File: src/rtl/ccg_sweep_misr.sv
// Exhaustive counting-order sweep of a CUT with MISR compaction of every response; CCG_SWEEP_CMP_EN adds exp_sig/match.
// Latency: done pulses in the cycle 2^N_IN+LAT+1 after start is sampled. Response to vector k is absorbed LAT cycles after it is driven.
// Backpressure: none; resp_in is sampled unconditionally, and start is ignored while busy.
module ccg_sweep_misr #(
    parameter int                N_IN   = 4,
    parameter int                N_OUT  = 19,
    parameter int                MISR_W = 32,
    parameter logic [MISR_W-1:0] POLY   = 32'h0400_0007,
    parameter logic [MISR_W-1:0] SEED   = '0,
    parameter int                LAT    = 0
) (
    input  logic              clk,
    input  logic              rst_n,
    input  logic              start,
    input  logic              abort,
    output logic [N_IN-1:0]   vec_out,
    input  logic [N_OUT-1:0]  resp_in,
    output logic              busy,
    output logic              done,
    output logic [MISR_W-1:0] sig_out
`ifdef CCG_SWEEP_CMP_EN
    ,
    input  logic [MISR_W-1:0] exp_sig,
    output logic              match
`endif
);

    typedef enum logic [1:0] {IDLE, RUN, DRAIN, DONE} state_t;

    localparam logic [N_IN-1:0] VEC_LAST = '1;

    state_t            state;
    logic              upd;
    logic              drain_last;
    logic [MISR_W-1:0] resp_ext;
    logic [MISR_W-1:0] sig_next;

    assign resp_ext = MISR_W'(resp_in);
    assign sig_next = {sig_out[MISR_W-2:0], 1'b0} ^ (sig_out[MISR_W-1] ? POLY : '0) ^ resp_ext;

    // A set bit in the valid pipe marks a response that is due LAT cycles after its vector.
    if (LAT == 0) begin : g_comb
        assign upd        = (state == RUN);
        assign drain_last = 1'b1;
    end else begin : g_pipe
        logic [LAT-1:0] valid_pipe;
        logic [LAT-1:0] pipe_nxt;

        assign pipe_nxt   = (valid_pipe << 1) | LAT'(state == RUN);
        assign upd        = valid_pipe[LAT-1];
        assign drain_last = (pipe_nxt == '0);

        always_ff @(posedge clk or negedge rst_n) begin
            if (!rst_n) begin
                valid_pipe <= '0;
            end else if (state == IDLE) begin
                valid_pipe <= '0;
            end else begin
                valid_pipe <= pipe_nxt;
            end
        end
    end

    always_ff @(posedge clk or negedge rst_n) begin
        if (!rst_n) begin
            state   <= IDLE;
            vec_out <= '0;
            busy    <= 1'b0;
            done    <= 1'b0;
            sig_out <= SEED;
`ifdef CCG_SWEEP_CMP_EN
            match   <= 1'b0;
`endif
        end else begin
            done <= 1'b0;
            case (state)
                IDLE: begin
                    if (start && !abort) begin
                        state   <= RUN;
                        busy    <= 1'b1;
                        vec_out <= '0;
                        sig_out <= SEED;
`ifdef CCG_SWEEP_CMP_EN
                        match   <= 1'b0;
`endif
                    end
                end
                RUN: begin
                    // Abort freezes the signature: the response of the abort cycle is not absorbed.
                    if (abort) begin
                        state <= IDLE;
                        busy  <= 1'b0;
                    end else begin
                        if (upd) begin
                            sig_out <= sig_next;
                        end
                        if (vec_out == VEC_LAST) begin
                            if (LAT > 0) begin
                                state <= DRAIN;
                            end else begin
                                state <= DONE;
                                busy  <= 1'b0;
                                done  <= 1'b1;
                            end
                        end else begin
                            vec_out <= vec_out + N_IN'(1);
                        end
                    end
                end
                DRAIN: begin
                    if (abort) begin
                        state <= IDLE;
                        busy  <= 1'b0;
                    end else begin
                        if (upd) begin
                            sig_out <= sig_next;
                        end
                        if (drain_last) begin
                            state <= DONE;
                            busy  <= 1'b0;
                            done  <= 1'b1;
                        end
                    end
                end
                DONE: begin
                    state <= IDLE;
`ifdef CCG_SWEEP_CMP_EN
                    match <= (sig_out == exp_sig);
`endif
                end
                default: begin
                    state <= IDLE;
                    busy  <= 1'b0;
                end
            endcase
        end
    end

endmodule

File: config.mk
export PLATFORM = sky130hd
export DESIGN_NAME = ccg_sweep_misr
export DESIGN_NICKNAME = d
export VERILOG_FILES = /design/src/rtl/ccg_sweep_misr.sv
export SDC_FILE = /design/constraint.sdc
export NUM_CORES = 1
export LEC_CHECK = 0
export BUFFER_PORTS_ARGS = -buffer_cell sky130_fd_sc_hd__buf_2
export CAP_MARGIN = 10
export CELL_PAD_IN_SITES_DETAIL_PLACEMENT = 0
export CELL_PAD_IN_SITES_GLOBAL_PLACEMENT = 1
export CORE_ASPECT_RATIO = 0.9
export CORE_UTILIZATION = 38
export DETAILED_ROUTE_END_ITERATION = 8
export HOLD_SLACK_MARGIN = 0.05
export PLACE_DENSITY_LB_ADDON = 0.05
export SLEW_MARGIN = 20
export SYNTH_ARGS = -nofsm -noshare
export SYNTH_HDL_FRONTEND = slang
export SYNTH_SLANG_ARGS = --single-unit
File: constraint.sdc
create_clock -name clk -period 1.93 [get_ports clk]
set_input_delay 0.2895 -clock clk [delete_from_list [all_inputs] [get_ports clk]]
set_output_delay 0.2895 -clock clk [all_outputs]
set_load 0.1 [all_outputs]
Word level (Yosys, flattened, before mapping):

Index checks and enable logic that the tools add are counted.
Widths: inputs -> output; s select.

* bits in registers: 40
* logic and storage cells: 46
* bits of input ports: 23

* reductions and logical operators: 9
* equality and inequality tests: 8
* muxes and demuxes: 21
* bitwise logic cells: 2
* $add $sub $neg: 1

Operators by type and width (count)
* $mux 32: 2
* $pmux 32 s2: 1
* $xor 32x19->32: 1
* $xor 32x27->32: 1
* $mux 27: 1
* $mux 4: 3
* $mux 2: 4
* $pmux 2 s4: 1
* $pmux 4 s2: 1
* $mux 1: 6
* $ne 2x2->1 const B: 3
* $reduce_and 3->1: 2
* $add 4x1->4 const B: 1
* $eq 2x2->1 const B: 2
* $eq 4x4->1 const B: 1
* $reduce_and 4->1: 1
* $ne 3x2->1 const B: 1
* $pmux 1 s3: 1
* $reduce_bool 3->1: 1
* $eq 2x1->1 const B: 1
* $logic_not 2->1: 1
* $pmux 1 s2: 1
* $reduce_and 2->1: 1
* $reduce_bool 2->1: 1
* other kinds (2): 2

Longest topological paths before layout:

* word-level depth: 5
* depth in mapped cells: 7

Worst setup path before layout:

No wires, ideal clock.

* kind: register to register
* start point: register vec_out[1]
* end point: register busy
* data arrival time: 2.030 ns
* cell stages (with the launch flop): 5
* required time: 1.851 ns
* slack: -0.179 ns
* cell sequence: dfrtp_1 ha_1 nand3_1 a221oi_1 mux2i_1

* cells in the longest elaborated chain, start to end: 3

RTL lines
* start, declared: line 16 `output logic [N_IN-1:0] vec_out,`
* start signal, assigned: line 106 `vec_out <= vec_out + N_IN'(1);`
* $eq 4x4->1: line 97 `if (vec_out == VEC_LAST) begin`
* $ne 3x2->1 (no line)
* $reduce_and 3->1 (no line)
* end signal, assigned: line 92 `busy <= 1'b0;`
* end signal, assigned: line 102 `busy <= 1'b0;`
* end signal, assigned: line 113 `busy <= 1'b0;`
* end, declared: line 18 `output logic busy,`

No other way between the ends.
A chain may end at the register's enable or synchronous reset.

Final worst setup path:

* start point: register state[1]
* end point: register sig_out[5]

* cells in the longest elaborated chain, start to end: 3
* elaborated cells on any way between the ends: 7

RTL lines
* start, declared: line 32 `state_t state;`
* start signal, assigned: line 66 `state <= IDLE;`
* start signal, assigned: line 79 `state <= RUN;`
* start signal, assigned: line 91 `state <= IDLE;`
* $eq 2x1->1 or $logic_not 2->1 (tied branches): line 43, 76
* $ne 2x2->1 (no line) or $reduce_bool 2->1 (tied branches)
* $reduce_and 3->1 (no line)
* end signal, assigned: line 95 `sig_out <= sig_next;`
* end signal, assigned: line 116 `sig_out <= sig_next;`
* end, declared: line 20 `output logic [MISR_W-1:0] sig_out`

Several ways; a longest one is shown, not always the timed one.

==> summary.txt <==
Status
  – Status: completed

Layout
  – Final #Nets: 303
  – Layout area overhead: 24.0%
  – Final Util: about half
  – Layout cells sized above 1: a little under 30%
  – ANT cells: 0

Placed design
  – I/O Buffers: 60
  – Post-DP HPWL: 3210 um
  – Routability cong.: 0.821

Synthesis
  – Yosys warns: 0
  – Netlist cell types: 29
  – Top cells by area, synth: dfrtp_1 49%, o21ai_0 14%, xor2_1 7.7%, nand2_1 5.3%, ha_1 3.7%
  – Async SR Flop Fraction: 100%
  – Most common cell in the synthesized netlist: o21ai_0
  – Post-Syn Area per Cell: between 9 and 10 sq um
  – Yosys reg bits: 40
  – Area leader, netlist: dfrtp_1
  – Primary FF master, synth: dfrtp_1
  – Top cell type's share of synthesized area: 49.1%
  – Synthesized Nets: between 200 and 250
  – Mapped Cells: 212
  – Post-synthesis sequential area ratio: between 40% and 50%
  – Synth Cell Area: 0.00204 sq mm
  – Synth cell count leaders: 58 x o21ai_0, 40 x dfrtp_1, 29 x nand2_1
  – Post-synth EDFFs: 0

Floorplan
  – Top-Level Pins: 61
  – Die W: approximately 79 um
  – Core footprint: 0.00501 sq mm
  – Die ar.: approximately 0.0057 sq mm
  – Die height: 71.5 um
  – Initial Utilization: 40.7%
  – Site Rows: 24

Critical path
  – Worst R2R Setup Slack: 0.25 ns
  – R2R depth: 6
  – Arr. time, crit path: 1.85 ns
  – CP startpoint kind: register
  – Reg-to-Reg End: sig_out[5]
  – Crit path cell chain: inv_1 -> ha_1 -> mux2i_2 -> or2_1 -> buf_4 -> a22o_1
  – Setup CP Type: reg2reg
  – Crit-path max FO: 21
  – Crit path max-delay cell type: dfrtp_1
  – Worst setup EP type: register
  – Crit Reg-Reg Startpoint: state[1]
  – Slowest stage delay, CP: 0.42 ns
  – Crit path required time: roughly 2.1 ns

Drt
  – Initial DRC Count: approximately 110
  – Met3 wire length: 302 um
  – Routed len/inst: 14.2 um
  – M1 WL: 2390 um
  – DRC: 0
  – Vias: 1739
  – Vias per cell: about 5
  – Top layer in use: met4
  – DRT antenna net count: 0
  – Met2 Wirelength: 2100 um
  – WL final: 4810 um
  – Router iterations before antenna repair: 4

GRT
  – Number of global-route vias before repair: 1645
  – Total GRT Usage: 18.4%
  – Pin count of the biggest net entering global routing: 33
  – Initial antenna violation count: 0
  – First-pass GRT wire length: about 8000 um
  – Grt total ovfl: 0

Clock tree
  – Clk_lat worst skew: just under 0.3 ns
  – CTS tree: done
  – CTS buffer count: 5
  – H-tree levels: 2
  – Clk slew on worst S/H paths: 0.08 ns
  – CTS root buf: clkbuf_8
  – Clock sink count: 40
  – Max clock buf depth: 2

Worst hold path
  – Hold WC Path Type: in2reg
  – Hold Path End: sig_out[13]
  – Hold Path Depth: 4
  – Hold Path Origin: resp_in[13]

STA
  – RSZ-0062 raised after global routing: no
  – Worst Skew: 0.0100 ns
  – Final setup viols: 0
  – Max-slew violations: 0
  – Min Tclk post-route: between 1.5 and 2 ns
  – Slew @ Worst Pin: 0.504 ns
  – Setup TNS: 0 ns
  – Slew HR: 66.4%
  – Fin. Hold Viols: 0
  – Final period util: 87.0%
  – FMAX: 596 MHz

Job
  – MaxCap Viol Count: 0
-- stage by stage --
stage	worst slack (ns)	hold slack, ns	instance area [sq um]	cells
after floorplan	0.00907	-0.00609	2040	212
after global placement	0.293	0.294	2410	331
after detailed placement	0.240	0.284	2410	331
after CTS	0.230	0.288	2530	340
after global routing	0.137	0.294	2530	340
final	0.252	0.296	2530	340
-- layout by cell type (no fill, tap or decap), drive strengths merged --
cell	count
nand3	5
nand2	29
a22o	6
bufinv	1
a21oi	2
nor2	2
dlygate4sd3	1
nor3	1
dfrtp	40
inv	4
a22oi	1
o21ai	58
clkbuf	6
ha	6
nand2b	3
a221o	1
buf	70
or2	1
mux2i	3
xor2	18
o211ai	3
nor2b	1
nor3b	1
clkinv	1
a221oi	1
and3	1
nand4b	1
a21boi	1
nand3b	1
a2bb2oi	2
xnor2	4
-- per-layer routing --
layer,GRT usage [%],up-vias
met4,4.85,0
met5,0,-
li1,-,851
met1,26.8,819
met2,27.2,67
met3,4.84,2
-- cells by family (layout without fill, tap and decap cells) --
logic type      after synthesis  in the layout  synth area share, %
xor+xnor                     22             22                 9.45
flops                        40             40                 49.1
compound gates               75             75                 20.9
simple gates                 46             46                 10.2
fa+ha+maj                     6              6                 3.68
buf+inv                      20             83                 5.21
mux                           3              3                 1.47
-- what timing repair did --
item	4_1_cts	5_1_grt
buffers inserted	0	0
gates resized for setup	0	0
hold buffers	1	0
endpoints found under the hold margin	19	0
-- final cells by class --
class	instances	area [sq um]
sequential	40	1000
multi-input combinational	152	936
timing repair buffer	71	385
tap	65	81.3
fill	500	2480
inverter	4	15.0
clock buffer	6	72.6
clock inverter	2	35.0
-- critical path: cells and delay by family, from the launching register on --
kind / cells / cell delay (ns)
buffers and inverters: 2 / 0.30
multiplexers: 1 / 0.16
AO/OA/AOI/OAI: 1 / 0.24
adder cells (fa/ha/maj): 1 / 0.22
flip-flops: 1 / 0.42
AND/OR/NAND/NOR: 1 / 0.22
-- flip-flops by register name, indices dropped and copies added (netlist names) --
register,flops
state,2
done,1
busy,1
vec_out,4
sig_out,32
-- worst max path at each step --
stage / startpoint / end / slack (ns) / depth (start not counted)
floorplan: vec_out[3] / busy / 0.009 / 3
global placement: state[0] / sig_out[5] / 0.29 / 6
detailed placement: state[1] / sig_out[5] / 0.24 / 6
CTS: state[1] / sig_out[5] / 0.23 / 6
global route: state[1] / busy / 0.14 / 5
finish: state[1] / sig_out[5] / 0.25 / 6
Power is not shown: default switching activity piles up to over one toggle a cycle in this logic, so the estimate is an artifact.
